### src/rtl/fsmc_pkg.sv
// Shared constants for the FSMC buffer arbiter: default widths, read-return tags, stats FSM states.
package fsmc_pkg;

  localparam int unsigned AW    = 9;
  localparam int unsigned DW    = 16;
  localparam int unsigned TAG_W = 2;

  // Owner of a read travelling down the RAM return pipeline
  localparam logic [TAG_W-1:0] TAG_NONE = 2'd0;
  localparam logic [TAG_W-1:0] TAG_HOST = 2'd1;
  localparam logic [TAG_W-1:0] TAG_INT  = 2'd2;

  // Statistics path: internal request idle/granted vs. pending and denied
  typedef enum logic {
    ST_IDLE    = 1'b0,
    ST_WAITING = 1'b1
  } stat_state_t;

endpackage

### src/rtl/fsmc_rd_tagpipe.sv
// Two-stage read tag pipeline that steers RAM read data back to the host or internal requester.
module fsmc_rd_tagpipe #(
  parameter int unsigned DW = fsmc_pkg::DW
) (
  input  logic                       clk,
  input  logic                       rst_n,
  input  logic [fsmc_pkg::TAG_W-1:0] issue_tag,
  input  logic [DW-1:0]              ram_rdata,
  output logic [DW-1:0]              host_rdata,
  output logic                       host_rvalid,
  output logic [DW-1:0]              int_rdata,
  output logic                       int_rvalid
);
  import fsmc_pkg::*;

  logic [TAG_W-1:0] tag_s1;
  logic [TAG_W-1:0] tag_s2;

  // Stage 1 aligns with the RAM command, stage 2 with ram_rdata
  always_ff @(posedge clk or negedge rst_n) begin
    if (!rst_n) begin
      tag_s1 <= TAG_NONE;
      tag_s2 <= TAG_NONE;
    end else begin
      tag_s1 <= issue_tag;
      tag_s2 <= tag_s1;
    end
  end

  // Capture returning data into the owner's result register and pulse its valid
  always_ff @(posedge clk or negedge rst_n) begin
    if (!rst_n) begin
      host_rdata  <= '0;
      host_rvalid <= 1'b0;
      int_rdata   <= '0;
      int_rvalid  <= 1'b0;
    end else begin
      host_rvalid <= (tag_s2 == TAG_HOST);
      int_rvalid  <= (tag_s2 == TAG_INT);
      if (tag_s2 == TAG_HOST) begin
        host_rdata <= ram_rdata;
      end
      if (tag_s2 == TAG_INT) begin
        int_rdata <= ram_rdata;
      end
    end
  end

endmodule

### src/rtl/fsmc_buf_arbiter.sv
// Arbitrates one single-port block RAM between FSMC host strobes (strict priority) and an internal req/gnt port.
module fsmc_buf_arbiter #(
  parameter int unsigned AW         = fsmc_pkg::AW,
  parameter int unsigned DW         = fsmc_pkg::DW,
  parameter int unsigned STARVE_MAX = 8
) (
  input  logic          clk,
  input  logic          rst_n,
  input  logic          host_idx_wr,
  input  logic          host_data_wr,
  input  logic          host_rd,
  input  logic [DW-1:0] host_wdata,
  output logic [DW-1:0] host_rdata,
  output logic          host_rvalid,
  output logic [AW-1:0] host_index,
  input  logic          int_req,
  input  logic          int_we,
  input  logic [AW-1:0] int_addr,
  input  logic [DW-1:0] int_wdata,
  output logic          int_gnt,
  output logic [DW-1:0] int_rdata,
  output logic          int_rvalid,
  output logic          ram_en,
  output logic          ram_we,
  output logic [AW-1:0] ram_addr,
  output logic [DW-1:0] ram_wdata,
  input  logic [DW-1:0] ram_rdata,
  output logic          int_starved,
  output logic [15:0]   conflict_cnt,
  input  logic          clr_stats
);
  import fsmc_pkg::*;

  localparam int unsigned WAIT_W = 4;
  localparam int unsigned CNT_W  = 16;

  logic             host_wr_c;
  logic             host_rd_c;
  logic             host_ram_c;
  logic             deny_c;
  logic [TAG_W-1:0] issue_tag_c;

  // Host strobe priority: index load masks data write, data write masks read
  assign host_wr_c  = !host_idx_wr && host_data_wr;
  assign host_rd_c  = !host_idx_wr && !host_data_wr && host_rd;
  assign host_ram_c = host_wr_c || host_rd_c;

  // Internal side wins only when the host is not touching the RAM this cycle
  assign int_gnt = int_req && !host_ram_c;
  assign deny_c  = int_req && !int_gnt;

  // Tag for a read issued this cycle
  always_comb begin
    issue_tag_c = TAG_NONE;
    if (host_rd_c) begin
      issue_tag_c = TAG_HOST;
    end else if (int_gnt && !int_we) begin
      issue_tag_c = TAG_INT;
    end
  end

  // Auto-incrementing host index pointer, wraps at 2^AW
  always_ff @(posedge clk or negedge rst_n) begin
    if (!rst_n) begin
      host_index <= '0;
    end else if (host_idx_wr) begin
      host_index <= host_wdata[AW-1:0];
    end else if (host_ram_c) begin
      host_index <= host_index + AW'(1);
    end
  end

  // Registered RAM command mux; address/data hold when idle
  always_ff @(posedge clk or negedge rst_n) begin
    if (!rst_n) begin
      ram_en    <= 1'b0;
      ram_we    <= 1'b0;
      ram_addr  <= '0;
      ram_wdata <= '0;
    end else begin
      ram_en <= host_ram_c || int_gnt;
      ram_we <= 1'b0;
      if (host_ram_c) begin
        ram_we    <= host_wr_c;
        ram_addr  <= host_index;
        ram_wdata <= host_wdata;
      end else if (int_gnt) begin
        ram_we    <= int_we;
        ram_addr  <= int_addr;
        ram_wdata <= int_wdata;
      end
    end
  end

  fsmc_rd_tagpipe #(
    .DW (DW)
  ) u_tagpipe (
    .clk         (clk),
    .rst_n       (rst_n),
    .issue_tag   (issue_tag_c),
    .ram_rdata   (ram_rdata),
    .host_rdata  (host_rdata),
    .host_rvalid (host_rvalid),
    .int_rdata   (int_rdata),
    .int_rvalid  (int_rvalid)
  );

  stat_state_t       state_q;
  stat_state_t       state_d;
  logic [WAIT_W-1:0] wait_q;
  logic [WAIT_W-1:0] wait_d;
  logic              starved_d;
  logic [CNT_W-1:0]  conflict_d;

  // Statistics state register
  always_ff @(posedge clk or negedge rst_n) begin
    if (!rst_n) begin
      state_q      <= ST_IDLE;
      wait_q       <= '0;
      int_starved  <= 1'b0;
      conflict_cnt <= '0;
    end else begin
      state_q      <= state_d;
      wait_q       <= wait_d;
      int_starved  <= starved_d;
      conflict_cnt <= conflict_d;
    end
  end

  // Statistics next state: consecutive-denial counter, sticky starvation, saturating conflicts
  always_comb begin
    state_d    = state_q;
    wait_d     = '0;
    starved_d  = int_starved;
    conflict_d = conflict_cnt;

    case (state_q)
      ST_IDLE:    if (deny_c)  state_d = ST_WAITING;
      ST_WAITING: if (!deny_c) state_d = ST_IDLE;
      default:    state_d = ST_IDLE;
    endcase

    if (deny_c) begin
      if (state_q == ST_IDLE) begin
        wait_d = WAIT_W'(1);
      end else if (wait_q != {WAIT_W{1'b1}}) begin
        wait_d = wait_q + WAIT_W'(1);
      end else begin
        wait_d = wait_q;
      end
      if (conflict_cnt != {CNT_W{1'b1}}) begin
        conflict_d = conflict_cnt + CNT_W'(1);
      end
    end

    if (wait_d >= WAIT_W'(STARVE_MAX)) begin
      starved_d = 1'b1;
    end

    if (clr_stats) begin
      starved_d  = 1'b0;
      conflict_d = '0;
    end
  end

endmodule

### config.mk
export PLATFORM = sky130hd
export DESIGN_NAME = fsmc_buf_arbiter
export DESIGN_NICKNAME = d
export VERILOG_FILES = /design/src/rtl/fsmc_pkg.sv /design/src/rtl/fsmc_rd_tagpipe.sv /design/src/rtl/fsmc_buf_arbiter.sv
export SDC_FILE = /design/constraint.sdc
export NUM_CORES = 1
export LEC_CHECK = 0
export CAP_MARGIN = 40
export CORE_ASPECT_RATIO = 0.7
export CORE_MARGIN = 10
export CORE_UTILIZATION = 28
export CTS_CLUSTER_DIAMETER = 60
export DETAILED_ROUTE_END_ITERATION = 7
export PLACE_DENSITY_LB_ADDON = 0.2
export SYNTH_ARGS = -nofsm -noshare
export SYNTH_HDL_FRONTEND = slang
export SYNTH_SLANG_ARGS = --single-unit
### constraint.sdc
create_clock -name clk -period 2.2 [get_ports clk]
set_input_delay 0.22 -clock clk [delete_from_list [all_inputs] [get_ports clk]]
set_output_delay 0.22 -clock clk [all_outputs]
set_load 0.01 [all_outputs]
==> results of run 1 <==
-- power by group through the flow --
stage	Combinational (mW)	Sequential [mW]	Clock (mW)
floorplan	0.283	2.22	0
global route	1.14	2.14	1.92
CTS	1.08	2.11	1.86
finish	1.05	2.11	1.80
detailed placement	1.08	2.14	0
global placement	1.06	2.14	0
-- cell type report --
class                      instances  area [um^2]
clock buffer                      10          229
clock inverter                     6          115
fill                            1412         8420
inverter                           6         22.5
multi-input combinational        247         1750
sequential                        96         2400
tap                              195          244
timing repair buffer             166         1630
-- cells in the mapped netlist (all sizes together), types with 2 or more instances --
| cell type | instances | share of area (%) |
|---|---|---|
| nand2b | 2 | 0.29 |
| o21ai | 41 | 4.8 |
| ha | 3 | 0.88 |
| inv | 6 | 0.53 |
| nor3 | 5 | 0.70 |
| dfrtp | 96 | 56 |
| nor2 | 11 | 0.97 |
| and3 | 2 | 0.29 |
| o21ba | 2 | 0.62 |
| nand3 | 10 | 1.2 |
| xor2 | 6 | 1.2 |
| mux2 | 33 | 8.7 |
| nand4 | 9 | 2.2 |
| clkbuf | 9 | 0.82 |
| buf | 9 | 1.3 |
| and4 | 2 | 0.47 |
| nand2 | 41 | 3.6 |
| or3 | 7 | 1.1 |
| o31ai | 8 | 1.4 |
| a21oi | 15 | 1.8 |
| nor2b | 4 | 0.59 |
| mux2i | 27 | 6.3 |
| or4 | 5 | 0.88 |
| xnor2 | 3 | 0.62 |
| nor4 | 2 | 0.65 |
-- placed cells by master, fill, tap and decap left out, types with 4 or more instances in the layout --
cell type        count
a21oi_1             15
buf_4               13
clkbuf_16            9
clkdlybuf4s50_1    150
dfrtp_1             96
inv_1                6
mux2_2              33
mux2i_1             27
nand2_1             41
nand3_1             10
nand4_1              6
nor2_1              11
nor2b_1              4
nor3_1               4
o21ai_0             41
o31ai_1              8
or3_1                5
or4_1                5
xor2_1               6
-- sequential cells by signal (all words and copies together), names as in the netlist, 2 cells and up --
signal                count
host_index                9
wait_q                    4
ram_wdata                16
u_tagpipe.host_rdata     16
u_tagpipe.tag_s2          2
ram_addr                  9
conflict_cnt             16
u_tagpipe.int_rdata      16
u_tagpipe.tag_s1          2
-- worst paths after layout --
check / depth (start not counted) / slack, ns / end / startpoint
max in group asynchronous: 3 / 1.13 / u_tagpipe.host_rdata[7] / rst_n
worst min register to register: 0 / 0.35 / u_tagpipe.tag_s2[0] / u_tagpipe.tag_s1[0]
worst max register to register: 5 / 0.36 / conflict_cnt[12] / conflict_cnt[0]
worst min-delay path: 3 / 0.33 / wait_q[0] / int_req
min in group asynchronous: 2 / 0.35 / u_tagpipe.int_rdata[10] / rst_n
worst max-delay path: 4 / 0.18 / int_gnt / host_data_wr
-- what timing repair did --
action                                 in CTS  in global routing
endpoints found under the hold margin      27                  0
setup endpoints to repair                   0                  0
buffers inserted                            0                  0
hold buffers                                1                  0
-- layer usage --
layer	track usage (%)	vias up	wire length, um
li1	-	1631	-
met1	15.2	1611	5710
met2	17.2	125	5390
met3	5.36	13	1210
met4	3.20	0	129
met5	0	-	0
-- metrics by stage --
step / hold slack (ns) / util, % / std cells / power [mW] / setup WS, ns
after floorplan: -0.0756 / - / 367 / 2.51 / 0.529
after global placement: 0.186 / 40.8 / 709 / 3.20 / 0.185
after detailed placement: 0.180 / 40.8 / 709 / 3.22 / 0.135
after CTS: 0.313 / 43.2 / 726 / 5.05 / 0.146
after global routing: 0.358 / 43.2 / 726 / 5.20 / 0.102
final: 0.327 / 43.2 / 726 / 4.96 / 0.178
-- cell families after synthesis --
| group | Yosys count | synth area share (%) |
|---|---|---|
| flops | 96 | 56.4 |
| fa+ha+maj | 3 | 0.881 |
| buf+inv | 24 | 2.67 |
| simple gates | 104 | 13.6 |
| mux | 60 | 15.1 |
| xor+xnor | 9 | 1.85 |
| compound gates | 71 | 9.60 |
-- worst min-delay path: cells and delay by family --
| family | cells | cell delay, ns |
|---|---|---|
| buf+inv | 1 | 0.17 |
| simple gates | 1 | 0.17 |
| compound gates | 1 | 0.06 |
==> flow_summary.json, run 1 <==
{
  "synth_cells": 367,
  "route.detailed.drc": 0,
  "end_kind": "output pin",
  "gr-usage-all-layers_pct": 11.7,
  "cts_buffer_depth": 2,
  "antenna_cells": 0,
  "overflow": 0,
  "cp_top_family": "buffers and inverters",
  "synth_edf_count": 0,
  "final_antenna_net_count": 0,
  "synthArstFlopShare_pct": 100,
  "root_buffer": "clkbuf_16",
  "sw_frac_of_total_pct": 24.8,
  "pwr-share-seq_pct": 42.5,
  "peakVddDrop_uv": 529,
  "syn_nets": 435,
  "dieArea_um2": 20600,
  "synth_area_um2": 4260,
  "finalCritPeriodShare_pct": 91.9,
  "pwr-share-clk_pct": 36.2,
  "cp_slowest_cell": "clkdlybuf4s50_1",
  "design_area_um2": 6390,
  "p_int_mw": 3.73,
  "die_y_um": 123,
  "arrival_ns": 1.80,
  "hold_violations": 0,
  "min_path_type": "primary input to register",
  "tns_ns": 0,
  "ys_types": 44,
  "nets": 594,
  "routed_wirelength_mm": 12.4,
  "clk_latency_ns": 0.34,
  "dp_hpwl_mm": 9.58,
  "wl_per_cell_um": 17.1,
  "period_needed_ns": 2.02,
  "firstDrtPassIters": 5,
  "crit_path_max_incr_delay_ns": 0.56,
  "cts-resized-gates": 0,
  "startpoint_type": "primary input",
  "place_area_um2": 6040,
  "setup_viol": 0,
  "power.switching_mw": 1.23,
  "max_freq_mhz": 494,
  "status": "finished clean",
  "gp_congestion": 0.785,
  "drv_cap": 0,
  "grt_pass1_vias": 3523,
  "rows": 37,
  "grt_pass1_wl_mm": 19.6,
  "powerDensity_nw_per_um2": 775,
  "start_util_pct": 28.8,
  "cp.required_ns": 1.98,
  "clkSlewWorstSetupHoldPaths_ns": 0.07,
  "cts_tree": "yes",
  "clock_sinks": 96,
  "crit_buf_inv": 2,
  "die_w_um": 167,
  "p_comb_share_pct": 21.2,
  "worstPathCellList": "clkdlybuf4s50_1, o21ba_4, nor2b_1, clkdlybuf4s50_1",
  "drt-vias-per-instance": 4.66,
  "drtIter0Drc": 222,
  "slew_violations": 0,
  "leakage_nw": 2.66,
  "crit_top_cell": "clkdlybuf4s50_1",
  "final_layout_size_suffix_gt1_share_pct": 14.1,
  "cts_buffers": 9,
  "synthToLayoutAreaGrowth_pct": 50.0,
  "finClkSkew_ns": 0.0123,
  "worst_pin_slew_ns": 0.488,
  "ys_warn_count": 0,
  "num_io_pins": 153,
  "ys.flop_type": "dfrtp_1",
  "ys_seq_elements": 96,
  "seq_area_frac_synth_pct": 56.4,
  "via_count": 3380,
  "rsz0062_at_grt": "no",
  "grt_max_degree": 42,
  "slew_headroom_pct": 67.3,
  "core-area_um2": 14800,
  "grt_antenna_before_repair": 0,
  "critPathKind": "primary input to output pin",
  "numPortBuffers": 152,
  "avgSynthCellArea_um2": 11.6,
  "htreeDepth": 3,
  "path_max_fanout": 12
}
Note: power is estimated with default switching activity, not from simulation.
==> inputs of run 2 (changes only) <==
--- a/config.mk
+++ b/config.mk
@@ -7,10 +7,11 @@
 export LEC_CHECK = 0
 export CAP_MARGIN = 40
 export CORE_ASPECT_RATIO = 0.7
-export CORE_MARGIN = 10
+export CORE_MARGIN = 5
 export CORE_UTILIZATION = 28
 export CTS_CLUSTER_DIAMETER = 60
 export DETAILED_ROUTE_END_ITERATION = 7
+export GPL_ROUTABILITY_DRIVEN = 0
 export PLACE_DENSITY_LB_ADDON = 0.2
 export SYNTH_ARGS = -nofsm -noshare
 export SYNTH_HDL_FRONTEND = slang
==> flow_summary.json, run 2 (same netlist as run 1, synthesis figures left out) <==
{
  "pwr-share-clk_pct": 33.6,
  "r2r_cells": 5,
  "route.detailed.drc": 0,
  "arrival_ns": 1.69,
  "period_needed_ns": 1.91,
  "holdPathStages": 0,
  "final_common_cell": "clkdlybuf4s50_1",
  "min_path_type": "register to register",
  "postCtsHoldBufs": 1,
  "core-area_um2": 14800,
  "max_freq_mhz": 524,
  "dr_wl_met3_um": 824,
  "worst_pin_slew_ns": 0.611,
  "pre_cts_ws_ns": 0.223,
  "gr-usage-all-layers_pct": 13.1,
  "power.total_mw": 4.76,
  "setup_viol": 0,
  "status": "finished clean",
  "cts_setup_buffers": 0,
  "cp.required_ns": 1.98,
  "final_layout_size_suffix_gt1_share_pct": 14.2,
  "firstDrtPassIters": 4,
  "startpoint_type": "primary input",
  "via_count": 3344,
  "antenna_cells": 0,
  "p_comb_share_pct": 21.9,
  "setup_slack_ns": 0.292,
  "tns_ns": 0,
  "cts_tree": "yes",
  "sw_frac_of_total_pct": 26.4,
  "start_util_pct": 28.8,
  "clk_latency_ns": 0.34,
  "clkSlewWorstSetupHoldPaths_ns": 0.07,
  "numPortBuffers": 152,
  "nets": 593,
  "drt-vias-per-instance": 4.61,
  "cts_buffers": 9,
  "hold_violations": 0,
  "slew_headroom_pct": 59.2,
  "finalCritPeriodShare_pct": 86.7,
  "grt_pass1_wl_mm": 18.6,
  "path_max_fanout": 13,
  "power.switching_mw": 1.25,
  "wl_per_cell_um": 16.2,
  "dp_hpwl_mm": 8.92,
  "top_layer": "met4",
  "cts-resized-gates": 0,
  "peakVddDrop_uv": 372,
  "routed_wirelength_mm": 11.8,
  "htreeDepth": 3,
  "die_y_um": 113,
  "overflow": 0,
  "clock_sinks": 96,
  "rows": 37,
  "wl_met1_mm": 5.73,
  "cts_buffer_depth": 2,
  "slew_violations": 0,
  "synthToLayoutAreaGrowth_pct": 48.9,
  "critPathKind": "primary input to output pin",
  "powerDensity_nw_per_um2": 749,
  "drv_cap": 0,
  "drtIter0Drc": 126,
  "grt_max_degree": 48,
  "mostFrequentLayoutCells": "clkdlybuf4s50_1, dfrtp_1, nand2_1, o21ai_0, mux2_2",
  "num_io_pins": 153,
  "rsz0062_at_grt": "no",
  "leakage_nw": 2.63,
  "finClkSkew_ns": 0.00608,
  "timing.hold.ws_ns": 0.349,
  "end_kind": "output pin",
  "met2_length_mm": 5.11,
  "pwr-share-seq_pct": 44.5,
  "grt_pass1_vias": 3492,
  "final_antenna_net_count": 0,
  "die_w_um": 157,
  "root_buffer": "clkbuf_16",
  "grt_antenna_before_repair": 0,
  "p_int_mw": 3.50,
  "dieArea_um2": 17800
}
## run 2: final timing paths
check                                    start                     end  slack, ns
max                               host_data_wr                 int_gnt       0.29
min                        u_tagpipe.tag_s1[1]     u_tagpipe.tag_s2[1]       0.35
max reg2reg                    conflict_cnt[0]        conflict_cnt[12]       0.39
min reg2reg                u_tagpipe.tag_s1[1]     u_tagpipe.tag_s2[1]       0.35
max in group asynchronous                rst_n  u_tagpipe.int_rdata[4]       1.11
min in group asynchronous                rst_n        conflict_cnt[15]       0.44
## run 2: routing by layer
layer  track usage [%]  up-vias
met5                 0        -
met4              3.09        0
met3              3.71        7
met2              19.7      114
met1              18.9     1595
li1                  -     1628
## run 2: final cells by class
cell class / instances / area (um^2)
clock buffer: 9 / 225
clock inverter: 7 / 78.8
fill: 1429 / 8470
inverter: 6 / 22.5
multi-input combinational: 247 / 1750
sequential: 96 / 2400
tap: 195 / 244
timing repair buffer: 165 / 1630
## run 2: worst max-delay path: stages
cell and delay, ns:
clkdlybuf4s50_1 0.44, o21ba_4 0.31, nor2b_1 0.15, clkdlybuf4s50_1 0.55
## run 2: stage by stage
step	std cells	utilization [%]	instance area, um^2
finish	725	42.8	6350
global placement	708	40.7	6030
floorplan	367	-	4260
global route	725	42.8	6350
CTS	725	42.8	6350
detailed placement	708	40.7	6030
## run 2: power groups by stage
stage	Clock [mW]	Combinational (mW)	Sequential, mW
2_1_floorplan	0	0.283	2.22
3_3_place_gp	0	1.05	2.14
3_5_place_dp	0	1.06	2.15
4_1_cts	1.66	1.06	2.12
5_1_grt	1.72	1.13	2.15
6_report	1.60	1.04	2.11
